`src/rtl/clock_divider_pkg.sv`:
```
`default_nettype none
// ============================================================================
//  Module   : clock_divider_pkg
//  Purpose  : Shared types and divisor helpers for the programmable divider.
//  Revision : 1.0  initial release
// ============================================================================
package clock_divider_pkg;

    typedef enum logic [0:0] {
        IDLE = 1'b0,
        RUN  = 1'b1
    } state_t;

    // Divisors 0 and 1 cannot form a clock period with a high and a low phase.
    function automatic logic [31:0] clamp_div(input logic [31:0] d);
        return (d < 32'd2) ? 32'd2 : d;
    endfunction

    // ceil(d/2); written as a split sum so the all-ones divisor cannot overflow
    function automatic logic [31:0] high_time(input logic [31:0] d);
        return {1'b0, d[31:1]} + {31'b0, d[0]};
    endfunction

endpackage
`default_nettype wire

```
`src/rtl/clkdiv_cfg_slot.sv`:
```
`default_nettype none
// ============================================================================
//  Module   : clkdiv_cfg_slot
//  Purpose  : Single-entry pending-divisor slot with valid/ready acceptance.
//  Revision : 1.0  initial release
// ============================================================================
module clkdiv_cfg_slot
    import clock_divider_pkg::*;
#(
    parameter int WIDTH = 8
) (
    input  logic             clk_i,
    input  logic             rst_i,
    input  logic             i_valid,
    input  logic [WIDTH-1:0] i_div,
    input  logic             i_defer,
    input  logic             i_apply,
    output logic             o_ready,
    output logic             o_accept,
    output logic [WIDTH-1:0] o_acc_div,
    output logic             o_pend_vld,
    output logic [WIDTH-1:0] o_pend_div
);

    logic             r_pend_vld;
    logic [WIDTH-1:0] r_pend_div;

    assign o_ready    = ~r_pend_vld;
    assign o_accept   = i_valid & ~r_pend_vld;
    assign o_acc_div  = WIDTH'(clamp_div(32'(i_div)));
    assign o_pend_vld = r_pend_vld;
    assign o_pend_div = r_pend_div;

    // Only offers that cannot be applied at this edge are parked here.
    always_ff @(posedge clk_i or posedge rst_i) begin
        if (rst_i) begin
            r_pend_vld <= 1'b0;
            r_pend_div <= '0;
        end else if (i_apply) begin
            r_pend_vld <= 1'b0;
        end else if (o_accept && i_defer) begin
            r_pend_vld <= 1'b1;
            r_pend_div <= o_acc_div;
        end
    end

endmodule
`default_nettype wire

```
`src/rtl/clock_divider_prog.sv`:
```
`default_nettype none
// ============================================================================
//  Module   : clock_divider_prog
//  Purpose  : Run-time programmable glitch-free integer clock divider.
//  Revision : 1.0  initial release
// ============================================================================
module clock_divider_prog
    import clock_divider_pkg::*;
#(
    parameter int WIDTH     = 8,
    parameter int RESET_DIV = 2
) (
    input  logic             clk_i,
    input  logic             rst_i,
    input  logic             en_i,
    input  logic             cfg_valid_i,
    input  logic [WIDTH-1:0] cfg_div_i,
    output logic             cfg_ready_o,
    output logic             clk_o,
    output logic             tick_o,
    output logic [WIDTH-1:0] div_o,
    output logic             running_o
);

    localparam logic [WIDTH-1:0] c_one       = WIDTH'(1);
    localparam logic [WIDTH-1:0] c_reset_div = WIDTH'(RESET_DIV);

    state_t           r_state;
    state_t           w_state_nxt;
    logic [WIDTH-1:0] r_cnt;
    logic [WIDTH-1:0] w_cnt_nxt;
    logic [WIDTH-1:0] r_div;
    logic [WIDTH-1:0] w_div_nxt;
    logic [WIDTH-1:0] w_hi;
    logic             r_clk;
    logic             w_clk_nxt;
    logic             r_tick;
    logic             w_tick_nxt;
    logic             w_boundary;
    logic             w_defer;
    logic             w_ready;
    logic             w_accept;
    logic [WIDTH-1:0] w_acc_div;
    logic             w_pend_vld;
    logic [WIDTH-1:0] w_pend_div;

    assign w_boundary = (r_state == RUN) && (r_cnt == (r_div - c_one));
    assign w_defer    = (r_state == RUN) && !w_boundary;

    clkdiv_cfg_slot #(
        .WIDTH (WIDTH)
    ) u_cfg_slot (
        .clk_i      (clk_i),
        .rst_i      (rst_i),
        .i_valid    (cfg_valid_i),
        .i_div      (cfg_div_i),
        .i_defer    (w_defer),
        .i_apply    (w_boundary),
        .o_ready    (w_ready),
        .o_accept   (w_accept),
        .o_acc_div  (w_acc_div),
        .o_pend_vld (w_pend_vld),
        .o_pend_div (w_pend_div)
    );

    always_comb begin
        w_state_nxt = r_state;
        w_cnt_nxt   = r_cnt;
        w_div_nxt   = r_div;
        w_clk_nxt   = r_clk;
        w_tick_nxt  = 1'b0;
        w_hi        = WIDTH'(high_time(32'(r_div)));
        case (r_state)
            IDLE: begin
                w_cnt_nxt = '0;
                w_clk_nxt = 1'b0;
                if (w_accept) begin
                    w_div_nxt = w_acc_div;
                end
                if (en_i) begin
                    w_state_nxt = RUN;
                    w_clk_nxt   = 1'b1;
                    w_tick_nxt  = 1'b1;
                end
            end
            RUN: begin
                if (w_boundary) begin
                    // Divisor changes and stop requests only land here, so the
                    // new period always opens with a full-width high phase.
                    w_cnt_nxt = '0;
                    if (w_pend_vld) begin
                        w_div_nxt = w_pend_div;
                    end else if (w_accept) begin
                        w_div_nxt = w_acc_div;
                    end
                    if (en_i) begin
                        w_clk_nxt  = 1'b1;
                        w_tick_nxt = 1'b1;
                    end else begin
                        w_state_nxt = IDLE;
                        w_clk_nxt   = 1'b0;
                    end
                end else begin
                    w_cnt_nxt = r_cnt + c_one;
                    w_clk_nxt = (w_cnt_nxt < w_hi);
                end
            end
            default: begin
                w_state_nxt = IDLE;
            end
        endcase
    end

    always_ff @(posedge clk_i or posedge rst_i) begin
        if (rst_i) begin
            r_state <= IDLE;
        end else begin
            r_state <= w_state_nxt;
        end
    end

    always_ff @(posedge clk_i or posedge rst_i) begin
        if (rst_i) begin
            r_cnt  <= '0;
            r_div  <= c_reset_div;
            r_clk  <= 1'b0;
            r_tick <= 1'b0;
        end else begin
            r_cnt  <= w_cnt_nxt;
            r_div  <= w_div_nxt;
            r_clk  <= w_clk_nxt;
            r_tick <= w_tick_nxt;
        end
    end

    assign cfg_ready_o = w_ready;
    assign clk_o       = r_clk;
    assign tick_o      = r_tick;
    assign div_o       = r_div;
    assign running_o   = (r_state == RUN);

endmodule
`default_nettype wire

```
`config.mk`:
```
export PLATFORM = sky130hd
export DESIGN_NAME = clock_divider_prog
export DESIGN_NICKNAME = d
export VERILOG_FILES = /design/src/rtl/clock_divider_pkg.sv /design/src/rtl/clkdiv_cfg_slot.sv /design/src/rtl/clock_divider_prog.sv
export SDC_FILE = /design/constraint.sdc
export NUM_CORES = 1
export LEC_CHECK = 0
export BUFFER_PORTS_ARGS = -buffer_cell sky130_fd_sc_hd__buf_2
export CAP_MARGIN = 10
export CORE_MARGIN = 2
export CORE_UTILIZATION = 35
export CTS_BUF_LIST = sky130_fd_sc_hd__clkbuf_16
export CTS_CLUSTER_SIZE = 14
export DETAILED_ROUTE_END_ITERATION = 8
export PLACE_DENSITY = 0.63
export SLEW_MARGIN = 10
export SYNTH_ARGS = -nofsm -noshare
export SYNTH_HDL_FRONTEND = slang
export SYNTH_SLANG_ARGS = --single-unit
```
`constraint.sdc`:
```
create_clock -name clk_i -period 3.25 [get_ports clk_i]
set_input_delay 0.325 -clock clk_i [delete_from_list [all_inputs] [get_ports clk_i]]
set_output_delay 0.325 -clock clk_i [all_outputs]
set_load 0.02 [all_outputs]
```
==> impl_metrics.yaml <==
timing:
  finalHoldViolations: 0
  skew_ps: 7.14
  max_freq_mhz: 360
  rsz0062_at_grt: "no"
  relSlewSlack_pct: 29.4
  tightest_slew_ps: 1060
  period_minus_slack_ps: 2770
  fin_setup_tns_ps: 0
  timing.final.crit_share_pct: 85.4
  slew_violations: 0
  setup-violations-final: 0
layout:
  antenna_cells: 0
  fill_cells: 551
  area_growth_pct: 14.7
  multi_input_area_mm2: 0.00109
  final_cell_mix: "27 x dfrtp_1, 23 x buf_2, 17 x nor2_1, 16 x nand3_1, 13 x a21oi_1"
  fin_nets: 247
  design_area_mm2: 0.00216
  stdcell_count: 293
  layout-drive-gt1-share_pct: 18.8
  final_common_cell: "dfrtp_1"
  seqCellArea_um2: 702
pwr:
  p_total_mw: 0.769
  p_leak_nw: 0.922
  irDropWorstVdd_mv: 0.192
  p_per_area_mw_per_mm2: 356
synthesis:
  synthAdderAreaFrac_pct: 7.31
  synthMuxAreaShare_pct: 5.78
  yosys.area.top_type: "dfrtp_1"
  synth_cell_types: 42
  synthXorXnorAreaFrac_pct: 8.84
  synth_top_family_by_area: "simple AND/OR/NAND/NOR gates"
  synth.net_count: 225
  ys_seq_elements: 28
  synth_edf_count: 0
  seq_area_frac_synth_pct: 37.3
  synth-compound-area-share_pct: 17.1
  netlist_area_mm2: 0.00188
  synthTopCellsByArea: "dfrtp_1 36%, ha_1 7.3%, xnor2_1 5.6%"
  netlist.area_leader.share_pct: 35.9
  async_reset_ff_share_pct: 100
  synthFlopType: "dfrtp_1"
  synth.avg_cell_area_um2: 9.32
  ys.warnings.count: 0
  synth-simple-area-share_pct: 19.1
  synthCells: 202
place:
  routabilityCongestion: 0.810
  portBuffers: 23
  hpwl_mm: 3.05
  placed_cell_area_mm2: 0.00205
  placed_cells: 289
route:
  drtIter0Drc: 75
  wl_per_cell_um: 14.0
  ant_nets: 0
  via_count: 1552
  top_layer: "met4"
  wl_met3_um: 145
  met1_length_mm: 2.07
  drt-total-wl_mm: 4.10
  vias_per_cell: 5.30
  drc: 0
  firstDrtPassIters: 4
  wl_met2_mm: 1.81
global_route:
  grt_pass1_wl_mm: 7.27
  grt_pass1_vias: 1541
  grt.overflow.total: 0
  grt_max_degree: 29
  antenna_found_initial: 0
  grt_use_total_pct: 14.9
worst_setup_path:
  critPathSlowestCell: "or4b_4"
  crit_family: "simple AND/OR/NAND/NOR gates"
  start_kind: "flip-flop"
  crit_arrival_ps: 2950
  slowest_delay_ps: 500
  worstPathRequired_ps: 3430
  critical_path_class: "flip-flop to flip-flop"
  crit_buf_inv: 1
  end_kind: "flip-flop"
  path_cells: "inv_1 -> ha_1 -> or4b_4 -> xnor2_1 -> nor4_1 -> o32ai_2 -> o21ai_2 -> mux2i_1"
  path_max_fanout: 11
clock_tree:
  cts_max_path_buffers: 2
  cts_tree: "yes"
  cts.sinks: 28
  cts_resized: 0
  postCtsSetupRepairBufs: 0
  hold_buffers: 0
  clk_pin_slew_worst_paths_ps: 70
  cts_buffers: 3
  clk_latency_ps: 260
  ctsRootBufferMaster: "clkbuf_16"
  ctsHtreeMaxLevel: 1
floorplan:
  core_mm2: 0.00514
  rows: 26
  die_area_mm2: 0.00598
  start_util_pct: 36.6
  io_pins: 24
  die_y_um: 77.4
  die_w_um: 77.4
min_path:
  worstHoldPathType: "primary input to flip-flop"
run:
  cap_violations: 0
status:
  status: "completed"
==> layer usage <==
metal,global-route usage [%],vias up
met5,0,-
met4,6.96,0
met3,1.98,7
met2,22.5,41
met1,21.2,736
li1,-,768
==> state kept, by name, summed over array words and instances (netlist names) <==
signal and flops:
r_cnt 8, tick_o 1, running_o 1, div_o 8, clk_o 1, u_cfg_slot.o_pend_div 8, u_cfg_slot.o_pend_vld 1
==> cell type report <==
cell class	instances	share of cell area, %
Timing Repair Buffer	25	6.03
Multi-Input combinational cell	155	50.6
Clock inverter	1	1.39
Tap cell	70	4.06
Inverter	11	1.91
Clock buffer	3	3.48
Sequential cell	28	32.5
==> synth_stat cells (2+ instances only) <==
cell / number
clkbuf_1: 5
xnor2_1: 12
dfrtp_1: 27
nor2b_1: 7
o21ai_0: 2
mux2_2: 7
nand3_1: 16
o22ai_1: 8
buf_6: 2
o32ai_1: 7
and2_1: 2
mux2i_1: 3
nor3_1: 4
nand2_1: 12
a21oi_1: 13
inv_1: 11
nor2_1: 17
nand2b_1: 4
ha_1: 11
xor2_1: 7
nand4_1: 3
a21o_1: 2
==> kinds of logic after synthesis <==
family / after synthesis
flops: 28
xor+xnor: 19
mux: 10
buf+inv: 19
simple gates: 71
compound gates: 44
fa+ha+maj: 11
==> final timing paths <==
kind	endpoint	cells after the start	slack, ps	from
setup / recovery	clk_o$_DFF_PP0_	8	480	div_o[0]$_DFFE_PP0P_
min in group asynchronous	div_o[6]$_DFFE_PP0P_	2	310	rst_i
setup reg to reg	clk_o$_DFF_PP0_	8	480	div_o[0]$_DFFE_PP0P_
hold reg to reg	u_cfg_slot.o_pend_div[6]$_DFFE_PP0P_	1	510	u_cfg_slot.o_pend_div[6]$_DFFE_PP0P_
max in group asynchronous	r_cnt[1]$_DFF_PP0_	2	2290	rst_i
hold / removal	running_o$_DFF_PP0_	2	280	en_i
==> where the power goes <==
group	internal (mW)	switching (mW)
logic	0.0177	0.0202
registers	0.360	0.00577
clock network	0.245	0.120
total	0.623	0.146
==> through the flow <==
stage	hold slack, ps	util, %	worst slack [ps]
floorplan	390	-	674
global placement	493	40.0	641
detailed placement	498	40.0	503
CTS	280	42.0	479
global route	286	42.0	196
finish	283	42.0	476
No activity file was read; power rests on OpenSTA's default activity.
